--- config.mk ---
export PLATFORM = sky130hd
export DESIGN_NAME = store_buffer_flat
export DESIGN_NICKNAME = d
export VERILOG_FILES = /design/src/rtl/store_buffer_pkg.sv /design/src/rtl/store_buffer_if.sv /design/src/rtl/store_buffer_fwd_match.sv /design/src/rtl/store_buffer.sv /design/src/flat_wrapper.sv
export SDC_FILE = /design/constraint.sdc
export NUM_CORES = 1
export LEC_CHECK = 0
export BUFFER_PORTS_ARGS = -buffer_cell sky130_fd_sc_hd__buf_2
export CAP_MARGIN = 20
export CORE_AREA = 2 2 200 182
export CTS_BUF_LIST = sky130_fd_sc_hd__clkbuf_16
export DETAILED_ROUTE_END_ITERATION = 16
export DIE_AREA = 0 0 202 184
export GPL_TIMING_DRIVEN = 0
export HOLD_SLACK_MARGIN = 0.1
export PLACE_DENSITY_LB_ADDON = 0.08
export SYNTH_ARGS = -nofsm -noshare
export SYNTH_HDL_FRONTEND = slang
export SYNTH_SLANG_ARGS = --single-unit
export TNS_END_PERCENT = 50
--- constraint.sdc ---
create_clock -name clk -period 14.9 [get_ports clk]
set_input_delay 2.98 -clock clk [delete_from_list [all_inputs] [get_ports clk]]
set_output_delay 2.98 -clock clk [all_outputs]
set_load 0.01 [all_outputs]
--- src/rtl/store_buffer_pkg.sv ---
// Shared types and constants for the store buffer: entry layout, pointer
// and count widths, and the circular pointer increment.
package store_buf_pkg;

  localparam int DEPTH   = 4;
  localparam int AW      = 32;
  localparam int DW      = 32;
  localparam int WORD_AW = AW - 2;
  localparam int PW      = $clog2(DEPTH);
  localparam int CW      = $clog2(DEPTH + 1);

  typedef struct packed {
    logic               valid;
    logic [WORD_AW-1:0] waddr;
    logic [DW-1:0]      data;
  } sb_entry_t;

  function automatic logic [PW-1:0] ptr_inc(input logic [PW-1:0] p);
    return (p == PW'(DEPTH - 1)) ? '0 : p + 1'b1;
  endfunction

endpackage

--- src/rtl/store_buffer_if.sv ---
// Store-side, load-forwarding and memory-drain signals of the store buffer.
// slave: the buffer itself; master: pipeline plus data memory.
interface store_buffer_if;
  import store_buf_pkg::*;

  logic          st_valid;
  logic [AW-1:0] st_addr;
  logic [DW-1:0] st_data;
  logic          st_ready;
  logic          stall;
  logic [AW-1:0] ld_addr;
  logic          ld_hit;
  logic [DW-1:0] ld_data;
  logic          mem_valid;
  logic          mem_ready;
  logic [AW-1:0] mem_addr;
  logic [DW-1:0] mem_data;
  logic [CW-1:0] count;
  logic          empty;

  modport slave (
    input  st_valid, st_addr, st_data, ld_addr, mem_ready,
    output st_ready, stall, ld_hit, ld_data, mem_valid, mem_addr, mem_data,
           count, empty
  );

  modport master (
    output st_valid, st_addr, st_data, ld_addr, mem_ready,
    input  st_ready, stall, ld_hit, ld_data, mem_valid, mem_addr, mem_data,
           count, empty
  );

endinterface

--- src/rtl/store_buffer_fwd_match.sv ---
// Youngest-first load forwarding match over the buffered entries.
// Only the count live entries ending just below wr_ptr are searched.
module sb_fwd_match
  import store_buf_pkg::*;
(
  input  sb_entry_t          entries_i [DEPTH],
  input  logic [PW-1:0]      wr_ptr_i,
  input  logic [CW-1:0]      count_i,
  input  logic [WORD_AW-1:0] ld_waddr_i,
  output logic               hit_o,
  output logic [DW-1:0]      data_o
);

  logic [PW-1:0] idx;

  // Walk backward from the youngest entry; first match wins
  always_comb begin
    hit_o  = 1'b0;
    data_o = '0;
    idx    = '0;
    for (int i = 0; i < DEPTH; i++) begin
      idx = wr_ptr_i - PW'(i + 1);
      if (!hit_o && (CW'(i) < count_i) && entries_i[idx].valid &&
          (entries_i[idx].waddr == ld_waddr_i)) begin
        hit_o  = 1'b1;
        data_o = entries_i[idx].data;
      end
    end
  end

endmodule

--- src/rtl/store_buffer.sv ---
// Posted-write store buffer: circular FIFO of word stores draining to data
// memory over valid/ready, with youngest-match load forwarding.
// Optional macro STORE_BUF_COALESCE_EN: a store hitting the youngest
// non-head entry overwrites its data in place instead of allocating.
module store_buffer
  import store_buf_pkg::*;
(
  input  logic           clk,
  input  logic           reset,
  store_buffer_if.slave  sb
);

  sb_entry_t          entries_q [DEPTH];
  logic [PW-1:0]      rd_ptr_q, rd_ptr_d;
  logic [PW-1:0]      wr_ptr_q, wr_ptr_d;
  logic [CW-1:0]      count_q, count_d;
  logic [WORD_AW-1:0] st_waddr;
  logic               enq, deq, coal;
  logic               unused_addr_lsbs;

  assign st_waddr         = sb.st_addr[AW-1:2];
  assign unused_addr_lsbs = ^{sb.st_addr[1:0], sb.ld_addr[1:0]};

`ifdef STORE_BUF_COALESCE_EN
  logic [PW-1:0] last_ptr;
  assign last_ptr = wr_ptr_q - 1'b1;
  // count>=2 keeps the head (possibly mid-handshake) from being rewritten
  assign coal = sb.st_valid && (count_q >= CW'(2)) && entries_q[last_ptr].valid &&
                (entries_q[last_ptr].waddr == st_waddr);
`else
  assign coal = 1'b0;
`endif

  assign sb.st_ready = (count_q != CW'(DEPTH)) | coal;
  assign sb.stall    = sb.st_valid & ~sb.st_ready;
  assign sb.mem_valid = (count_q != '0);
  assign sb.empty     = (count_q == '0);
  assign sb.count     = count_q;
  assign sb.mem_addr  = {entries_q[rd_ptr_q].waddr, 2'b00};
  assign sb.mem_data  = entries_q[rd_ptr_q].data;

  assign enq = sb.st_valid & sb.st_ready & ~coal;
  assign deq = sb.mem_valid & sb.mem_ready;

  // Pointer and occupancy next-state
  always_comb begin
    rd_ptr_d = rd_ptr_q;
    wr_ptr_d = wr_ptr_q;
    count_d  = count_q;
    if (enq) wr_ptr_d = ptr_inc(wr_ptr_q);
    if (deq) rd_ptr_d = ptr_inc(rd_ptr_q);
    case ({enq, deq})
      2'b10:   count_d = count_q + 1'b1;
      2'b01:   count_d = count_q - 1'b1;
      default: count_d = count_q;
    endcase
  end

  // State registers; payloads are left unreset, only valid bits clear
  always_ff @(posedge clk) begin
    if (reset) begin
      rd_ptr_q <= '0;
      wr_ptr_q <= '0;
      count_q  <= '0;
      for (int i = 0; i < DEPTH; i++) entries_q[i].valid <= 1'b0;
    end else begin
      rd_ptr_q <= rd_ptr_d;
      wr_ptr_q <= wr_ptr_d;
      count_q  <= count_d;
      if (deq) entries_q[rd_ptr_q].valid <= 1'b0;
      if (enq) begin
        entries_q[wr_ptr_q].valid <= 1'b1;
        entries_q[wr_ptr_q].waddr <= st_waddr;
        entries_q[wr_ptr_q].data  <= sb.st_data;
      end
`ifdef STORE_BUF_COALESCE_EN
      if (coal) entries_q[last_ptr].data <= sb.st_data;
`endif
    end
  end

  sb_fwd_match u_fwd (
    .entries_i  (entries_q),
    .wr_ptr_i   (wr_ptr_q),
    .count_i    (count_q),
    .ld_waddr_i (sb.ld_addr[AW-1:2]),
    .hit_o      (sb.ld_hit),
    .data_o     (sb.ld_data)
  );

endmodule

--- src/flat_wrapper.sv ---
// flat-port wrapper written by rule: the top's interface ports become plain ports
module store_buffer_flat import store_buf_pkg::*;
  (clk, reset, sb_st_valid, sb_st_addr, sb_st_data, sb_ld_addr, sb_mem_ready, sb_st_ready, sb_stall, sb_ld_hit, sb_ld_data, sb_mem_valid, sb_mem_addr, sb_mem_data, sb_count, sb_empty);
  store_buffer_if sb_i ();
  input  logic clk;
  input  logic reset;
  input wire logic [$bits(sb_i.st_valid)-1:0] sb_st_valid;
  input wire logic [$bits(sb_i.st_addr)-1:0] sb_st_addr;
  input wire logic [$bits(sb_i.st_data)-1:0] sb_st_data;
  input wire logic [$bits(sb_i.ld_addr)-1:0] sb_ld_addr;
  input wire logic [$bits(sb_i.mem_ready)-1:0] sb_mem_ready;
  output wire logic [$bits(sb_i.st_ready)-1:0] sb_st_ready;
  output wire logic [$bits(sb_i.stall)-1:0] sb_stall;
  output wire logic [$bits(sb_i.ld_hit)-1:0] sb_ld_hit;
  output wire logic [$bits(sb_i.ld_data)-1:0] sb_ld_data;
  output wire logic [$bits(sb_i.mem_valid)-1:0] sb_mem_valid;
  output wire logic [$bits(sb_i.mem_addr)-1:0] sb_mem_addr;
  output wire logic [$bits(sb_i.mem_data)-1:0] sb_mem_data;
  output wire logic [$bits(sb_i.count)-1:0] sb_count;
  output wire logic [$bits(sb_i.empty)-1:0] sb_empty;
  assign sb_i.st_valid = sb_st_valid;
  assign sb_i.st_addr = sb_st_addr;
  assign sb_i.st_data = sb_st_data;
  assign sb_i.ld_addr = sb_ld_addr;
  assign sb_i.mem_ready = sb_mem_ready;
  assign sb_st_ready = sb_i.st_ready;
  assign sb_stall = sb_i.stall;
  assign sb_ld_hit = sb_i.ld_hit;
  assign sb_ld_data = sb_i.ld_data;
  assign sb_mem_valid = sb_i.mem_valid;
  assign sb_mem_addr = sb_i.mem_addr;
  assign sb_mem_data = sb_i.mem_data;
  assign sb_count = sb_i.count;
  assign sb_empty = sb_i.empty;
  store_buffer u_core (.clk(clk), .reset(reset), .sb(sb_i));
endmodule
# Word level (Yosys, flattened, before mapping)
# Index checks and enable logic that the tools add are counted.
dict set report totals {
  ff_bits 259
  latchBits 0
  mem_bits_rw 0
  mem_bits_ro 0
  in_bits 100
  out_inout_bits 104
  wordCells 111
  mem_count 0
}
dict set report classes {
  addsub 7
  n_mul 0
  n_div 0
  n_lt_le_gt_ge 11
  eq_ne 9
  n_shift 0
  muxes 41
  bitwise 9
  n_reduce_logical 19
}
# op n
set ops {}
lappend ops {{252-bit bitwise mux} 4}
lappend ops {{252-bit two-way mux} 3}
lappend ops {{63-bit binary-select mux with 2-bit select} 5}
lappend ops {{63-bit two-way mux} 10}
lappend ops {{63-bit demux with 2-bit select} 4}
lappend ops {{62-bit two-way mux} 3}
lappend ops {{32-bit two-way mux} 5}
lappend ops {{30-bit equality test} 4}
lappend ops {{3-bit >= comparator, second input constant} 5}
lappend ops {{2-bit NOT with 3-bit output} 5}
lappend ops {{1-bit logical AND} 13}
lappend ops {{2-bit equality test, second input constant} 3}
lappend ops {{1-bit by 3-bit less-than comparator with 1-bit output, first input constant} 2}
lappend ops {{2-bit by 3-bit less-than comparator with 1-bit output, first input constant} 2}
lappend ops {{3-bit by 1-bit less-than comparator with 1-bit output, second input constant} 2}
lappend ops {{3-bit one-hot mux with 2 select lines} 1}
lappend ops {{2-bit by 1-bit adder with 2-bit output, second input constant} 2}
lappend ops {{1-bit two-way mux} 4}
lappend ops {{2-bit two-way mux} 2}
lappend ops {{2-bit subtractor, second input constant} 2}
lappend ops {{3-bit by 1-bit adder with 3-bit output, second input constant} 1}
lappend ops {{1-bit bitwise AND} 3}
lappend ops {{1-bit zero test} 3}
lappend ops {{3-bit zero test} 1}
lappend ops {{7 further kinds} 7}

# Longest topological paths before layout
dict set report logic_depth {
  depth_word 23
  depth_mapped 23
  depth_no_buf 10
}

# By module
# A second synthesis with hierarchy kept.
dict set report hier_totals {
  cells_unflattened 1687
  hier_area_um2 20455.9
}
# module instances cells_each area_each_um2 seq_area_each_um2
set by_module_without_submodules {}
lappend by_module_without_submodules {store_buffer 1 686 11462.2 7667.4}
lappend by_module_without_submodules {sb_fwd_match 1 1001 8993.6 0.0}

# Worst setup path after synthesis
# OpenSTA, ideal clock, no wires.
dict set report synth_timing {
  path_type {register -> output}
  startpoint {register u_core.wr_ptr_q[0]}
  endpoint {output sb_ld_data[0]}
  arrival_time_ps 5672
  t_required_ps 11920
  slack_ps 6248
  path_stages_with_launch 23
  n_path_buf 12
  cell_sequence {dfxtp_1 -> buf_6 -> buf_4 -> buf_6 -> buf_4 -> buf_2 -> buf_1 -> buf_1 -> buf_1 -> inv_1 -> ha_1 -> buf_2 -> buf_1 -> mux4_2 -> xnor2_1 -> nand4_1 -> or4_1 -> or3_1 -> and3_1 -> clkbuf_1 -> clkbuf_1 -> a221oi_1 -> o2bb2ai_1}
}
dict set report synth_between {
  elab_chain_len 23
  elab_cells_between_ends 44
  cone_classes {add/sub (3); eq/ne (4); mux (19); bitwise (4); reduce/logical (14)}
}
# element line
set synth_rtl {}
lappend synth_rtl {{start: declaration} store_buffer.sv:15} ;# logic [PW-1:0] wr_ptr_q, wr_ptr_d;
lappend synth_rtl {{start signal: assignment} store_buffer.sv:68} ;# wr_ptr_q <= wr_ptr_d;
lappend synth_rtl {{2-bit by 1-bit subtractor with 2-bit output} store_buffer_fwd_match.sv:22} ;# idx = wr_ptr_i - PW'(i + 1);
lappend synth_rtl {{2-bit NOT with 3-bit output (implied by the code)} {store_buffer_fwd_match.sv:23, store_buffer_fwd_match.sv:24, store_buffer_fwd_match.sv:26}}
lappend synth_rtl {{63-bit binary-select mux with 2-bit select} {store_buffer_fwd_match.sv:23, store_buffer_fwd_match.sv:24, store_buffer_fwd_match.sv:26}}
lappend synth_rtl {{63-bit two-way mux (implied by the code) (2 in a row)} store_buffer_fwd_match.sv:26} ;# data_o = entries_i[idx].data;
lappend synth_rtl {{30-bit equality test / 1-bit logical AND (equally long branches)} {store_buffer_fwd_match.sv:24, store_buffer_fwd_match.sv:23}}
lappend synth_rtl {{1-bit logical AND} store_buffer_fwd_match.sv:23} ;# if (!hit_o && (CW'(i) < count_i) && entries_i[idx].valid &&
lappend synth_rtl {{1-bit two-way mux} store_buffer_fwd_match.sv:23}
lappend synth_rtl {{1-bit zero test} store_buffer_fwd_match.sv:23}
lappend synth_rtl {{1-bit logical AND (3 in a row)} store_buffer_fwd_match.sv:23}
lappend synth_rtl {{1-bit two-way mux} store_buffer_fwd_match.sv:23}
lappend synth_rtl {{1-bit zero test} store_buffer_fwd_match.sv:23}
lappend synth_rtl {{1-bit logical AND (3 in a row)} store_buffer_fwd_match.sv:23}
lappend synth_rtl {{1-bit two-way mux} store_buffer_fwd_match.sv:23}
lappend synth_rtl {{1-bit zero test} store_buffer_fwd_match.sv:23}
lappend synth_rtl {{1-bit logical AND (3 in a row)} store_buffer_fwd_match.sv:23}
lappend synth_rtl {{32-bit two-way mux (*)} store_buffer_fwd_match.sv:23}
lappend synth_rtl {{end: declaration} flat_wrapper.sv:15} ;# output wire logic [$bits(sb_i.ld_data)-1:0] sb_ld_data;
# Mark *: on every way between the ends. The rest lies on a longest branch, timed or not. The select of a mux whose other input is x is not followed.

# Worst setup path in the final report
dict set report layout_timing {
  startpoint {register u_core.wr_ptr_q[0]}
  endpoint {output sb_ld_data[23]}
}
# The elaborated chain is that of the path after synthesis.

==> impl_metrics.env <==
export IMPL_p_int_mw=1.63
export IMPL_synth_simple_area_share_pct=11.4
export IMPL_synth_area_per_cell_sq_um=13.0
export IMPL_max_cap_viol_count=0
export IMPL_async_flop_share_pct=0
export IMPL_port_buffer_count=175
export IMPL_rsz0062_at_grt="no"
export IMPL_clk_insertion_delay_late_ps=580
export IMPL_root_buffer="clkbuf_16"
export IMPL_gr_usage_met2_pct=52.3
export IMPL_grt_util_met1_pct=52.0
export IMPL_cts_path_max_buffers=3
export IMPL_synth_compound_area_share_pct=9.23
export IMPL_synthTopCellsByArea="edfxtp_1, mux4_2, and2_1, mux2i_1, mux2_2"
export IMPL_finalCriticalPeriod_ps=12500
export IMPL_cp_depth=22
export IMPL_vias_per_cell=6.96
export IMPL_yosys_warnings=0
export IMPL_synth_edff_count=248
export IMPL_synthTopCellsByCount="and2_1, edfxtp_1, mux4_2, mux2i_1, clkbuf_1"
export IMPL_place_ws_ps=3400
export IMPL_p_leak_nw=7.74
export IMPL_final_nets=1811
export IMPL_combinationalPowerShare_pct=38.2
export IMPL_post_cts_resized=0
export IMPL_drt_iter0_drc=2084
export IMPL_synth_top_cell_area_share_pct=39.0
export IMPL_critPathLaunchType="register"
export IMPL_synthMuxAreaShare_pct=29.2
export IMPL_critPathTopFamily="buffers and inverters"
export IMPL_antenna_found_initial=8
export IMPL_pwr_density_cell_nw_per_um2=115
export IMPL_post_route_period_util_pct=83.9
export IMPL_grt_pass1_wl_mm=97.1
export IMPL_syn_cell_area_sq_um=19100
export IMPL_clock_skew_ps=13.6
export IMPL_tns_ps=0
export IMPL_slew_headroom_pct=20.4
export IMPL_dpl_hpwl_mm=48.4
export IMPL_drive_above_1_share_pct=29.7
export IMPL_wl_per_cell_microns=30.4
export IMPL_vdd_drop_max_v=0.0000978
export IMPL_synth_cell_types=56
export IMPL_yosys_most_used_dff="edfxtp_1"
export IMPL_start_util_pct=54.8
export IMPL_ant_nets=0
export IMPL_ys_seq_area_share_pct=40.1
export IMPL_postCtsSetupRepairBufs=0
export IMPL_grt_overflow_total=0
export IMPL_ys_ff_latch=259
export IMPL_postSynthCellCount=1473
export IMPL_fill_cells=2739
export IMPL_grt_pass1_vias=14635
export IMPL_sequentialPowerShare_pct=34.4
export IMPL_area_growth_pct=14.4
export IMPL_rows=65
export IMPL_die_h_microns=184
export IMPL_synth_fa_ha_area_share_pct=0.851
export IMPL_whs_path_depth=2
export IMPL_hold_path_class="reg -> reg"
export IMPL_path_cells="buf_6, buf_4, buf_6, buf_4, buf_2, buf_1, buf_1, buf_1, inv_1, ha_1, buf_2, buf_1, clkbuf_1, clkbuf_1, nand3_1, a2111oi_0, and3_1, o211ai_2, clkbuf_1, o221ai_1, o2bb2ai_1, buf_2"
export IMPL_cts_sinks=259
export IMPL_p_clk_share_pct=27.4
export IMPL_ff2ff_setup_slack_ps=7810
export IMPL_r2r_cells=17
export IMPL_maxSlewViolCount=0
export IMPL_numCtsBuffers=28
export IMPL_synthMostInstantiatedCell="and2_1"
export IMPL_drc_errors=0
export IMPL_gr_usage_met3_pct=9.48
export IMPL_path_common_cell="buf_1"
export IMPL_track_usage_pct=35.6
export IMPL_vias=15250
export IMPL_postCtsHoldBufs=0
export IMPL_path_class="reg -> out"
export IMPL_yosysTopAreaCell="edfxtp_1"
export IMPL_cts_max_level=1
export IMPL_cp_data_arrival_time_ps=9520
export IMPL_routed_wl_mm=66.7
export IMPL_cp_slowest_stage_delay_ps=840
export IMPL_crit_slowest_cell="a2111oi_0"
export IMPL_synthXorXnorAreaFrac_pct=5.09
export IMPL_p_sw_share_pct=34.9
export IMPL_cts_tree="yes"
export IMPL_synth_top_family_by_area="multiplexers"
export IMPL_place_congestion=1.03
export IMPL_setup_slack_ps=2400
export IMPL_die_x_microns=202
export IMPL_worst_path_max_fanout=10
export IMPL_fmax_mhz=80.0
export IMPL_clkTransAtPathRegs_ps=70
export IMPL_cp_buffers_inverters=15
export IMPL_grt_busiest_layer="met2"
export IMPL_grt_max_degree=27
export IMPL_final_util_pct=62.7
export IMPL_worst_pin_slew_ps=1190
export IMPL_status="complete, no violations"
export IMPL_end_kind="output pin"
export IMPL_ioPinCount=204
export IMPL_worstPathRequired_ps=11920
export IMPL_finalHoldViolations=0
export IMPL_drt_pass1_iter_count=5
export IMPL_die_area_sq_um=37200
export IMPL_core_area_sq_um=34900
export IMPL_p_sw_mw=0.877
export IMPL_setup_viol=0
## tightest hold or removal path: stages (launching register included)
cell and delay (ps):
dfxtp_1 340, a21oi_1 130, nor2_1 50
## layout make-up
class	count	area, sq um	share of cell area (%)
Multi-Input combinational cell	1049	10700	49.0
Sequential cell	259	7670	35.1
Timing Repair Buffer	194	1240	5.66
Buffer	154	728	3.33
Clock buffer	28	701	3.20
Tap cell	469	587	2.68
Clock inverter	23	183	0.835
Inverter	12	45.0	0.206
Antenna cell	4	10.0	0.0458
## kinds of logic (layout without fill, tap and decap cells)
family | after synthesis | count (layout)
AND/OR/NAND/NOR | 364 | 364
buffers and inverters | 166 | 411
XOR/XNOR | 111 | 111
AO/OA/AOI/OAI | 209 | 209
other | 1 | 6
adder cells (fa/ha/maj) | 13 | 13
flip-flops | 259 | 259
multiplexers | 350 | 350
## cells in the final DEF (no fill, tap or decap), types with 6 or more instances in the layout
master and n:
a21oi_1 16, a221oi_1 63, and2_1 251, and3_1 8
buf_1 24, buf_12 7, buf_2 195, buf_6 13
buf_8 8, clkbuf_1 92, clkbuf_16 28, clkinv_1 7
dfxtp_1 11, edfxtp_1 248, ha_1 13, inv_1 20
mux2_2 68, mux2i_1 122, mux4_2 160, nand2_1 22
nand2b_1 11, nand3_1 6, nand4_1 16, nor2_1 22
o2111ai_1 8, o221ai_1 64, o2bb2ai_1 31, xnor2_1 86
xor2_1 25
## power by group through the flow
| stage | registers (mW) | logic, mW | clock network, mW |
|---|---|---|---|
| CTS | 0.862 | 0.933 | 0.693 |
| finish | 0.864 | 0.958 | 0.688 |
| detailed placement | 0.877 | 0.925 | 0 |
| global route | 0.866 | 1.00 | 0.720 |
| global placement | 0.881 | 0.902 | 0 |
| floorplan | 0.869 | 0.589 | 0 |
## routing by layer
layer | wire length (microns) | part of all wire, % | vias to the layer above
li1 | - | - | 6310
met1 | 27500 | 41 | 7721
met2 | 28900 | 43 | 1061
met3 | 8140 | 12 | 150
met4 | 2080 | 3.1 | 8
met5 | 54 | 0.081 | -
## stage by stage
step / hold slack [ps] / instances / instance area [sq um] / total power, mW
6_report: 564 / 2192 / 21900 / 2.51
5_1_grt: 589 / 2190 / 21900 / 2.59
4_1_cts: 557 / 2184 / 21800 / 2.49
3_5_place_dp: 545 / 2133 / 20900 / 1.80
3_3_place_gp: 534 / 2118 / 20600 / 1.78
2_1_floorplan: 502 / 1474 / 19100 / 1.46
## path summary, 6_finish.rpt
path                    startpoint               endpoint
max             u_core.wr_ptr_q[0]         sb_ld_data[23]
min          u_core.entries_q[251]  u_core.entries_q[251]
max reg2reg     u_core.wr_ptr_q[0]     u_core.wr_ptr_q[1]
min reg2reg  u_core.entries_q[251]  u_core.entries_q[251]
## registers in the layout, indices dropped and copies added, names as in the netlist
name              cells
u_core.wr_ptr_q       2
u_core.rd_ptr_q       2
u_core.entries_q    252
u_core.sb.count       3
(Power assumes the default switching activity.)
